$ cat src/rtl/img_pattern_gen_pkg.sv
// Shared constants and types for the sensor-side test-pattern transmitter.
package img_pattern_gen_pkg;

  localparam int unsigned Img_Width      = 2304;
  localparam int unsigned Img_Height     = 1296;
  localparam int unsigned Img_PixelWidth = 12;

  // Same start value and step that the pixel validator expects.
  localparam logic [Img_PixelWidth-1:0] Img_PixelInitial = 12'hFFF;
  localparam int                        Img_PixelDelta   = -1;

  typedef enum logic [2:0] {
    StIdle,
    StLead,
    StLine,
    StHBlank,
    StTrail,
    StDone
  } state_e;

  function automatic int unsigned max3(input int unsigned a, input int unsigned b,
                                       input int unsigned c);
    int unsigned m;
    m = (a > b) ? a : b;
    return (m > c) ? m : c;
  endfunction

endpackage

$ cat src/rtl/img_pattern_gen.sv
// Drives the parallel pixel bus with one deterministic ramp frame per cmd_frame toggle.
// All bus outputs change only while img_dclk falls, so they are stable at each dclk rise.
module img_pattern_gen
  import img_pattern_gen_pkg::*;
#(
  parameter int unsigned                  ImgWidth     = Img_Width,
  parameter int unsigned                  ImgHeight    = Img_Height,
  parameter int unsigned                  LineBlank    = 16,
  parameter int unsigned                  FvLead       = 8,
  parameter int unsigned                  FvTrail      = 8,
  parameter logic [Img_PixelWidth-1:0]    PixelInitial = Img_PixelInitial,
  parameter int                           PixelDelta   = Img_PixelDelta
) (
  input  logic                      clk,
  input  logic                      rst_,
  input  logic                      cmd_frame,
  output logic                      status_busy,
  output logic                      status_frameDone,
  output logic                      img_dclk,
  output logic [Img_PixelWidth-1:0] img_d,
  output logic                      img_fv,
  output logic                      img_lv
);

  localparam int unsigned PixW = Img_PixelWidth;
  localparam int unsigned ColW = $clog2(ImgWidth + 1);
  localparam int unsigned RowW = $clog2(ImgHeight + 1);
  localparam int unsigned CntW = $clog2(max3(LineBlank, FvLead, FvTrail) + 1);

  localparam logic [ColW-1:0] ColLast   = ColW'(ImgWidth - 1);
  localparam logic [RowW-1:0] RowLast   = RowW'(ImgHeight - 1);
  localparam logic [CntW-1:0] LeadLast  = CntW'(FvLead - 1);
  localparam logic [CntW-1:0] BlankLast = CntW'(LineBlank - 1);
  localparam logic [CntW-1:0] TrailLast = CntW'(FvTrail - 1);
  localparam logic [PixW-1:0] Delta     = PixW'(PixelDelta);

  state_e          r_state, w_state_nxt;
  logic            r_dclk;
  logic            r_armed;
  logic            r_cmd_prev;
  logic            r_pending, w_pending_nxt;
  logic [ColW-1:0] r_col, w_col_nxt;
  logic [RowW-1:0] r_row, w_row_nxt;
  logic [CntW-1:0] r_cnt, w_cnt_nxt;
  logic [PixW-1:0] r_pix, w_pix_nxt;
  logic [PixW-1:0] r_d, w_d_nxt;
  logic            r_fv, w_fv_nxt;
  logic            r_lv, w_lv_nxt;
  logic            r_busy, w_busy_nxt;
  logic            r_done, w_done_nxt;
  logic            w_toggle;
  logic            w_line_start;
  logic            w_emit;

  always_comb begin
    w_toggle      = r_armed && (cmd_frame != r_cmd_prev);
    w_state_nxt   = r_state;
    w_pending_nxt = r_pending | w_toggle;
    w_col_nxt     = r_col;
    w_row_nxt     = r_row;
    w_cnt_nxt     = r_cnt;
    w_pix_nxt     = r_pix;
    w_d_nxt       = r_d;
    w_fv_nxt      = r_fv;
    w_lv_nxt      = r_lv;
    w_busy_nxt    = r_busy;
    w_done_nxt    = r_done;
    w_line_start  = 1'b0;
    w_emit        = 1'b0;

    if (r_dclk) begin
      unique case (r_state)
        StIdle, StDone: begin
          if (r_pending) begin
            // A toggle landing on the accept edge merges into this request.
            w_pending_nxt = 1'b0;
            w_state_nxt   = StLead;
            w_fv_nxt      = 1'b1;
            w_busy_nxt    = 1'b1;
            w_cnt_nxt     = '0;
            w_row_nxt     = '0;
            w_pix_nxt     = PixelInitial;
          end else begin
            w_state_nxt = StIdle;
          end
        end
        StLead: begin
          if (r_cnt == LeadLast) w_line_start = 1'b1;
          else                   w_cnt_nxt    = r_cnt + 1'b1;
        end
        StLine: begin
          if (r_col == ColLast) begin
            w_lv_nxt  = 1'b0;
            w_d_nxt   = '0;
            w_cnt_nxt = '0;
            if (r_row == RowLast) begin
              w_state_nxt = StTrail;
            end else begin
              w_state_nxt = StHBlank;
              w_row_nxt   = r_row + 1'b1;
            end
          end else begin
            w_col_nxt = r_col + 1'b1;
            w_emit    = 1'b1;
          end
        end
        StHBlank: begin
          if (r_cnt == BlankLast) w_line_start = 1'b1;
          else                    w_cnt_nxt    = r_cnt + 1'b1;
        end
        StTrail: begin
          if (r_cnt == TrailLast) begin
            // The last trail period doubles as the done edge, so fv spans exactly one frame.
            w_state_nxt = StDone;
            w_fv_nxt    = 1'b0;
            w_busy_nxt  = 1'b0;
            w_done_nxt  = ~r_done;
          end else begin
            w_cnt_nxt = r_cnt + 1'b1;
          end
        end
        default: w_state_nxt = StIdle;
      endcase

      if (w_line_start) begin
        w_state_nxt = StLine;
        w_lv_nxt    = 1'b1;
        w_col_nxt   = '0;
        w_emit      = 1'b1;
      end
      if (w_emit) begin
        w_d_nxt   = r_pix;
        w_pix_nxt = r_pix + Delta;
      end
    end
  end

  always_ff @(posedge clk or negedge rst_) begin
    if (!rst_) begin
      r_state    <= StIdle;
      r_dclk     <= 1'b0;
      r_armed    <= 1'b0;
      r_cmd_prev <= 1'b0;
      r_pending  <= 1'b0;
      r_col      <= '0;
      r_row      <= '0;
      r_cnt      <= '0;
      r_pix      <= '0;
      r_d        <= '0;
      r_fv       <= 1'b0;
      r_lv       <= 1'b0;
      r_busy     <= 1'b0;
      r_done     <= 1'b0;
    end else begin
      r_state    <= w_state_nxt;
      r_dclk     <= ~r_dclk;
      r_armed    <= 1'b1;
      r_cmd_prev <= cmd_frame;
      r_pending  <= w_pending_nxt;
      r_col      <= w_col_nxt;
      r_row      <= w_row_nxt;
      r_cnt      <= w_cnt_nxt;
      r_pix      <= w_pix_nxt;
      r_d        <= w_d_nxt;
      r_fv       <= w_fv_nxt;
      r_lv       <= w_lv_nxt;
      r_busy     <= w_busy_nxt;
      r_done     <= w_done_nxt;
    end
  end

  assign status_busy      = r_busy;
  assign status_frameDone = r_done;
  assign img_dclk         = r_dclk;
  assign img_d            = r_d;
  assign img_fv           = r_fv;
  assign img_lv           = r_lv;

endmodule

$ cat config.mk
export PLATFORM = sky130hd
export DESIGN_NAME = img_pattern_gen
export DESIGN_NICKNAME = d
export VERILOG_FILES = /design/src/rtl/img_pattern_gen_pkg.sv /design/src/rtl/img_pattern_gen.sv
export SDC_FILE = /design/constraint.sdc
export NUM_CORES = 1
export LEC_CHECK = 0
export ABC_AREA = 1
export CELL_PAD_IN_SITES_DETAIL_PLACEMENT = 1
export CELL_PAD_IN_SITES_GLOBAL_PLACEMENT = 2
export CORE_AREA = 4 4 84 125
export CTS_BUF_LIST = sky130_fd_sc_hd__clkbuf_8
export DETAILED_ROUTE_END_ITERATION = 10
export DIE_AREA = 0 0 88 129
export PLACE_DENSITY = 0.9
export SLEW_MARGIN = 20
export SYNTH_ARGS = -nofsm -noshare
export SYNTH_HDL_FRONTEND = slang
export SYNTH_SLANG_ARGS = --single-unit
$ cat constraint.sdc
create_clock -name clk -period 3 [get_ports clk]
set_input_delay 0.6 -clock clk [delete_from_list [all_inputs] [get_ports clk]]
set_output_delay 0.6 -clock clk [all_outputs]
set_load 0.005 [all_outputs]
==> flow_summary.toml, run 1 <==
[setup_path]
cp_slowest_cell = "dfrtp_1"
crit_path_end_kind = "flop"
cpMostUsedCell = "nand2_1"
criticalPathCategory = "flop to flop"
critPathTopFamily = "simple AND/OR/NAND/NOR gates"
start_kind = "flop"
crit_buf_inv = 0
path_cells = "ha_1 -> nand2_1 -> nor2_1 -> ha_1 -> nand2_1 -> nor2_2 -> nor2_8 -> nand2_8 -> nand2_4 -> nand2_1 -> nand2_1 -> nand2_1"
required_ns = 3.24
arrival_ns = 2.63
slowest_delay_ns = 0.41
crit_fanout = 33

[floorplanning]
die_w_um = 88
coreArea_um2 = 9310
die_y_um = 129
die_area_um2 = 11400
start_util = 0.383
num_rows = 43
ios = 20

[cts]
cts_resized = 0
cts_sinks = 62
clock_path_buffers = 2
numCtsBuffers = 9
clk_latency_ns = 0.35
path_clk_slew_ns = 0.07
cts_post_setup_buffers_inserted = 0
cts_root_buf = "clkbuf_8"
cts_max_level = 3
cts_tree = "built"
cts_hold_repair.buffers = 0

[sta]
setup_viol = 0
worst_pin_slew_ns = 0.779
finalCriticalPeriod_ns = 2.40
fin_tns_setup_ns = 0
clock-skew-final_ns = 0.00868
fin_crit_sh = 0.799
setup_ws_ns = 0.602
slew_headroom = 0.481
fmax_ghz = 0.417
rsz0062_at_grt = "no"
slew_viol_final = 0
final_hold_viol_count = 0

[global_routing]
use_met2 = 0.332
grt.overflow.total = 0
grtUsageTotal = 0.186
antenna_found_initial = 0
met3_usage = 0.0397
grt_pass1_vias = 3448
grt_max_degree = 34
grt_first_pass_wirelength_um = 16500
grt_use_met1 = 0.214
grt.busiest_layer = "met2"

[route]
drc = 0
first_pass_iters = 4
antenna_left = 0
vias = 3195
drt_iter0_drc = 151
routed_wl_um = 9310
post_drt_via_cell_ratio = 5.07
routedWlPerCell_um = 14.8

[synthesis]
async_flop_share = 1.00
ys_types = 33
synth_edf_count = 0
ys_ff_latch = 62
synth.avg_cell_area_um2 = 7.23
syn_nets = 501
synth_ff_type = "dfrtp_1"
synth_warnings = 0
syn_area_um2 = 3570
yosysSeqAreaShare = 0.435
postSynthCellCount = 493

[power_and_ir_drop]
p_switching_uw = 919
leakagePower_uw = 0.00190
pwr-share-clk = 0.265
p_sw_frac = 0.383
p_per_area_nw_per_um2 = 596
p_comb_frac = 0.277
vdd_ir_drop_max_mv = 0.326
power.internal_uw = 1480
p_seq_frac = 0.458

[final_layout]
final_layout_size_suffix_gt1_frac = 0.0734
fillers = 1197
area_growth_pct = 12.8
final_common_cell = "nand2_1"
finalNetCount = 521
final_cell_mix = "nand2_1, dfrtp_1, nor2_1"
utilization = 0.432
fin_area_um2 = 4020
diodes = 0

[outcome]
status = "complete, no violations"

[place]
post-place-ws_ns = 0.575
io_buffer_count = 19
gp_congestion = 0.812
hpwl_um = 7010
place_area_um2 = 3850

[min_path]
worstHoldPathType = "primary input to async pin"

[flow_run]
drv_cap = 0
==> layout make-up <==
type                    instances  area, µm²  share of cell area
multi-input cells             377       1780               0.443
flip-flops and latches         62       1550               0.386
repair buffers                 24        235              0.0585
inverters                      39        146              0.0364
well taps                     112        140              0.0348
clock buffers                   9        124              0.0308
clock inverters                 7       43.8              0.0109
==> power groups by stage <==
stage          sequential, µW  clock [µW]  combinational, µW
2_1_floorplan            1060           0                486
4_1_cts                  1100         664                674
5_1_grt                  1120         701                780
3_3_place_gp             1110           0                636
3_5_place_dp             1110           0                669
6_report                 1100         636                664
==> worst paths after layout <==
kind	from	endpoint	slack (ns)	cells after the start
worst min-delay path	rst_	r_row[9]	0.32	1
worst max register to register	r_cnt[0]	r_pix[7]	0.60	12
worst max-delay path	r_cnt[0]	r_pix[7]	0.60	12
min in group clk	status_frameDone	status_frameDone	0.47	1
max in group asynchronous	rst_	img_d[8]	2.03	2
worst min register to register	status_frameDone	status_frameDone	0.47	1
==> flip-flops by register name, indices dropped and copies added, names as in the netlist <==
signal	count
r_cnt	5
r_pending	1
r_pix	12
status_busy	1
r_col	12
img_lv	1
r_row	11
img_d	12
img_dclk	1
r_cmd_prev	1
status_frameDone	1
r_state	3
r_armed	1
==> per-stage QoR <==
step           hold WS [ns]  instances  power, µW
6_report              0.322        630       2400
5_1_grt               0.373        630       2600
4_1_cts               0.341        630       2440
3_5_place_dp          0.466        614       1780
3_3_place_gp          0.457        614       1740
2_1_floorplan         0.304        493       1550
==> routing by layer <==
layer | share of wire | vias up | wire length, µm
met3 | 0.022 | 22 | 206
met2 | 0.54 | 29 | 5000
met1 | 0.42 | 1548 | 3860
li1 | - | 1596 | -
met5 | 0 | - | 0
met4 | 0.025 | 0 | 231
==> cells by family after synthesis <==
family | synth area share
adders and majority gates | 0.0175
other | 0.00105
buffers and inverters | 0.0656
and+or+nand+nor | 0.373
DFF | 0.435
AOI/OAI and AO/OA | 0.0663
xor gates and xnor gates | 0.0418
==> synthesized netlist by cell type (2+ instances only) <==
library cell | count | share of area
nand3_1 | 45 | 0.063
ha_1 | 5 | 0.018
nand2_1 | 177 | 0.19
clkbuf_1 | 2 | 0.0021
o21ai_1 | 19 | 0.027
nor2_1 | 57 | 0.060
buf_4 | 6 | 0.013
or2_2 | 3 | 0.0053
nand4_1 | 8 | 0.014
nor2_2 | 2 | 0.0035
inv_1 | 35 | 0.037
nand2_2 | 3 | 0.0053
a21oi_1 | 4 | 0.0056
buf_2 | 6 | 0.0084
inv_2 | 4 | 0.0042
nor3_1 | 4 | 0.0056
o21ai_0 | 20 | 0.028
nand3b_1 | 2 | 0.0042
dfrtp_1 | 62 | 0.44
xor2_1 | 16 | 0.039
Note: power is estimated with default switching activity, not from simulation.
==> run 2, diff against run 1 <==
Settings changed: CORE_AREA 4 4 84 125 to 4 4 92 137, DIE_AREA 0 0 88 129 to 0 0 96 141, PLACE_DENSITY 0.9 to 0.8.
Clock period 3 ns to 2 ns, I/O delays scaled along.
==> flow_summary.toml, run 2 (synthesized netlist as in run 1, its figures left out) <==
[route]
first_pass_iters = 4
drt_iter0_drc = 58
routed_wl_um = 9760
drc = 0
antenna_left = 0
vias = 3323
routedWlPerCell_um = 14.2
post_drt_via_cell_ratio = 4.84

[power_and_ir_drop]
leakagePower_uw = 0.00201
p_per_area_nw_per_um2 = 884
p_sw_frac = 0.368
p_switching_uw = 1400
total_power_uw = 3790
p_comb_frac = 0.288
vdd_ir_drop_max_mv = 0.289
pwr-share-clk = 0.276
p_seq_frac = 0.435
power.internal_uw = 2390

[setup_path]
crit_end = "r_pix[6]"
rrSetupSlack_ns = 0.13
criticalPathCategory = "flop to flop"
start_kind = "flop"
r2r_cells = 13
arrival_ns = 2.11
crit_fanout = 11
crit_path_end_kind = "flop"
crit_start = "r_cnt[1]"
reg2reg_to = "r_pix[6]"
reg2reg_from = "r_cnt[1]"
required_ns = 2.24

[sta]
fmax_ghz = 0.534
slew_headroom = 0.660
rsz0062_at_grt = "yes"
finalCriticalPeriod_ns = 1.87
holdWs_ns = 0.470
final_hold_viol_count = 0
fin_tns_setup_ns = 0
worst_pin_slew_ns = 0.507
fin_crit_sh = 0.937
setup_viol = 0
slew_viol_final = 0
clock-skew-final_ns = 0.00727
setup_ws_ns = 0.127

[floorplanning]
die_w_um = 96
ios = 20
coreArea_um2 = 11500
die_area_um2 = 13500
die_y_um = 141
start_util = 0.311
num_rows = 48

[final_layout]
fin_cells = 687
final_common_cell = "nand2_1"
diodes = 0
multi_input_area_um2 = 1800
area_growth_pct = 20.1
finalNetCount = 540
fillers = 1432
final_layout_size_suffix_gt1_frac = 0.108
regArea_um2 = 1550
final_cell_mix = "nand2_1, dfrtp_1, nor2_1"

[global_routing]
antenna_found_initial = 0
grtUsageTotal = 0.156
grt_first_pass_wirelength_um = 16400
grt_pass1_vias = 3450
grt_max_degree = 27
grt.overflow.total = 0

[flow_run]
drv_cap = 0

[cts]
cts_tree = "built"
cts_max_level = 3
path_clk_slew_ns = 0.07
clock_path_buffers = 2
clk_latency_ns = 0.35
cts_root_buf = "clkbuf_8"
cts_sinks = 62
numCtsBuffers = 9

[min_path]
worstHoldPathType = "flop to flop"

[place]
dp.cells = 667
hpwl_um = 7240
gp_congestion = 0.792
io_buffer_count = 19
post-place-ws_ns = 0.0165

[outcome]
status = "complete, no violations"
[run 2: changes by cell type in the layout (fill, tap and decap cells not counted), moves of 2 or more]
| cell | delta |
|---|---|
| buf_12 | +2 |
| buf_4 | +15 |
| clkbuf_8 | +3 |
| clkinvlp_4 | -2 |
| o21ai_0 | -2 |
| o21ai_1 | +2 |
[run 2: worst min-delay path by stage]
stage | from | end | depth (start not counted)
2_1_floorplan | rst_ | img_d[0] | 0
3_3_place_gp | rst_ | r_row[9] | 1
3_5_place_dp | rst_ | r_row[9] | 1
4_1_cts | status_frameDone | status_frameDone | 1
5_1_grt | status_frameDone | status_frameDone | 1
6_report | status_frameDone | status_frameDone | 1
[run 2: layer usage]
layer	global-route usage	wire (µm)	share of wire
met4	0.0690	246	0.025
met2	0.271	5080	0.52
met5	0	0	0
met3	0.0326	215	0.022
met1	0.180	4220	0.43
[run 2: power by group through the flow]
stage | registers [µW] | logic, µW | clock network (µW)
after global routing | 1680 | 1260 | 1140
after CTS | 1650 | 1110 | 1090
after global placement | 1670 | 1070 | 0
final | 1650 | 1090 | 1050
after detailed placement | 1670 | 1110 | 0
after floorplan | 1600 | 729 | 0
[run 2: layout make-up]
type	count	share of cell area
clock inverter	4	0.00497
tap	150	0.0438
clock buffer	12	0.0386
timing repair buffer	43	0.0955
sequential	62	0.362
multi-input combinational	377	0.421
inverter	39	0.0342
[run 2: repair_timing]
item | CTS | global route
hold endpoints to repair | 13 | 0
gates cloned | 0 | 0
resized for setup | 2 | 5
pin swaps | 0 | 3
endpoints found under the setup margin | 1 | 25
buffers inserted | 0 | 3
hold buffers | 1 | 0
[run 2: metrics by stage]
step / util / area [µm²]
6_report: 0.373 / 4280
3_5_place_dp: 0.352 / 4040
5_1_grt: 0.373 / 4280
4_1_cts: 0.370 / 4250
2_1_floorplan: - / 3570
3_3_place_gp: 0.352 / 4040
[run 2: worst max-delay path, cell delays in order (launching register included)]
cell and delay [ns]:
dfrtp_1 0.40, ha_1 0.20, nand2_1 0.10, nor2_1 0.05, ha_1 0.18, nand2_1 0.11, nor2_4 0.06, nor2_8 0.12
nand2_8 0.10, nand2_8 0.10, nand2_1 0.09, buf_12 0.16, nand2_1 0.05, nand2_1 0.04
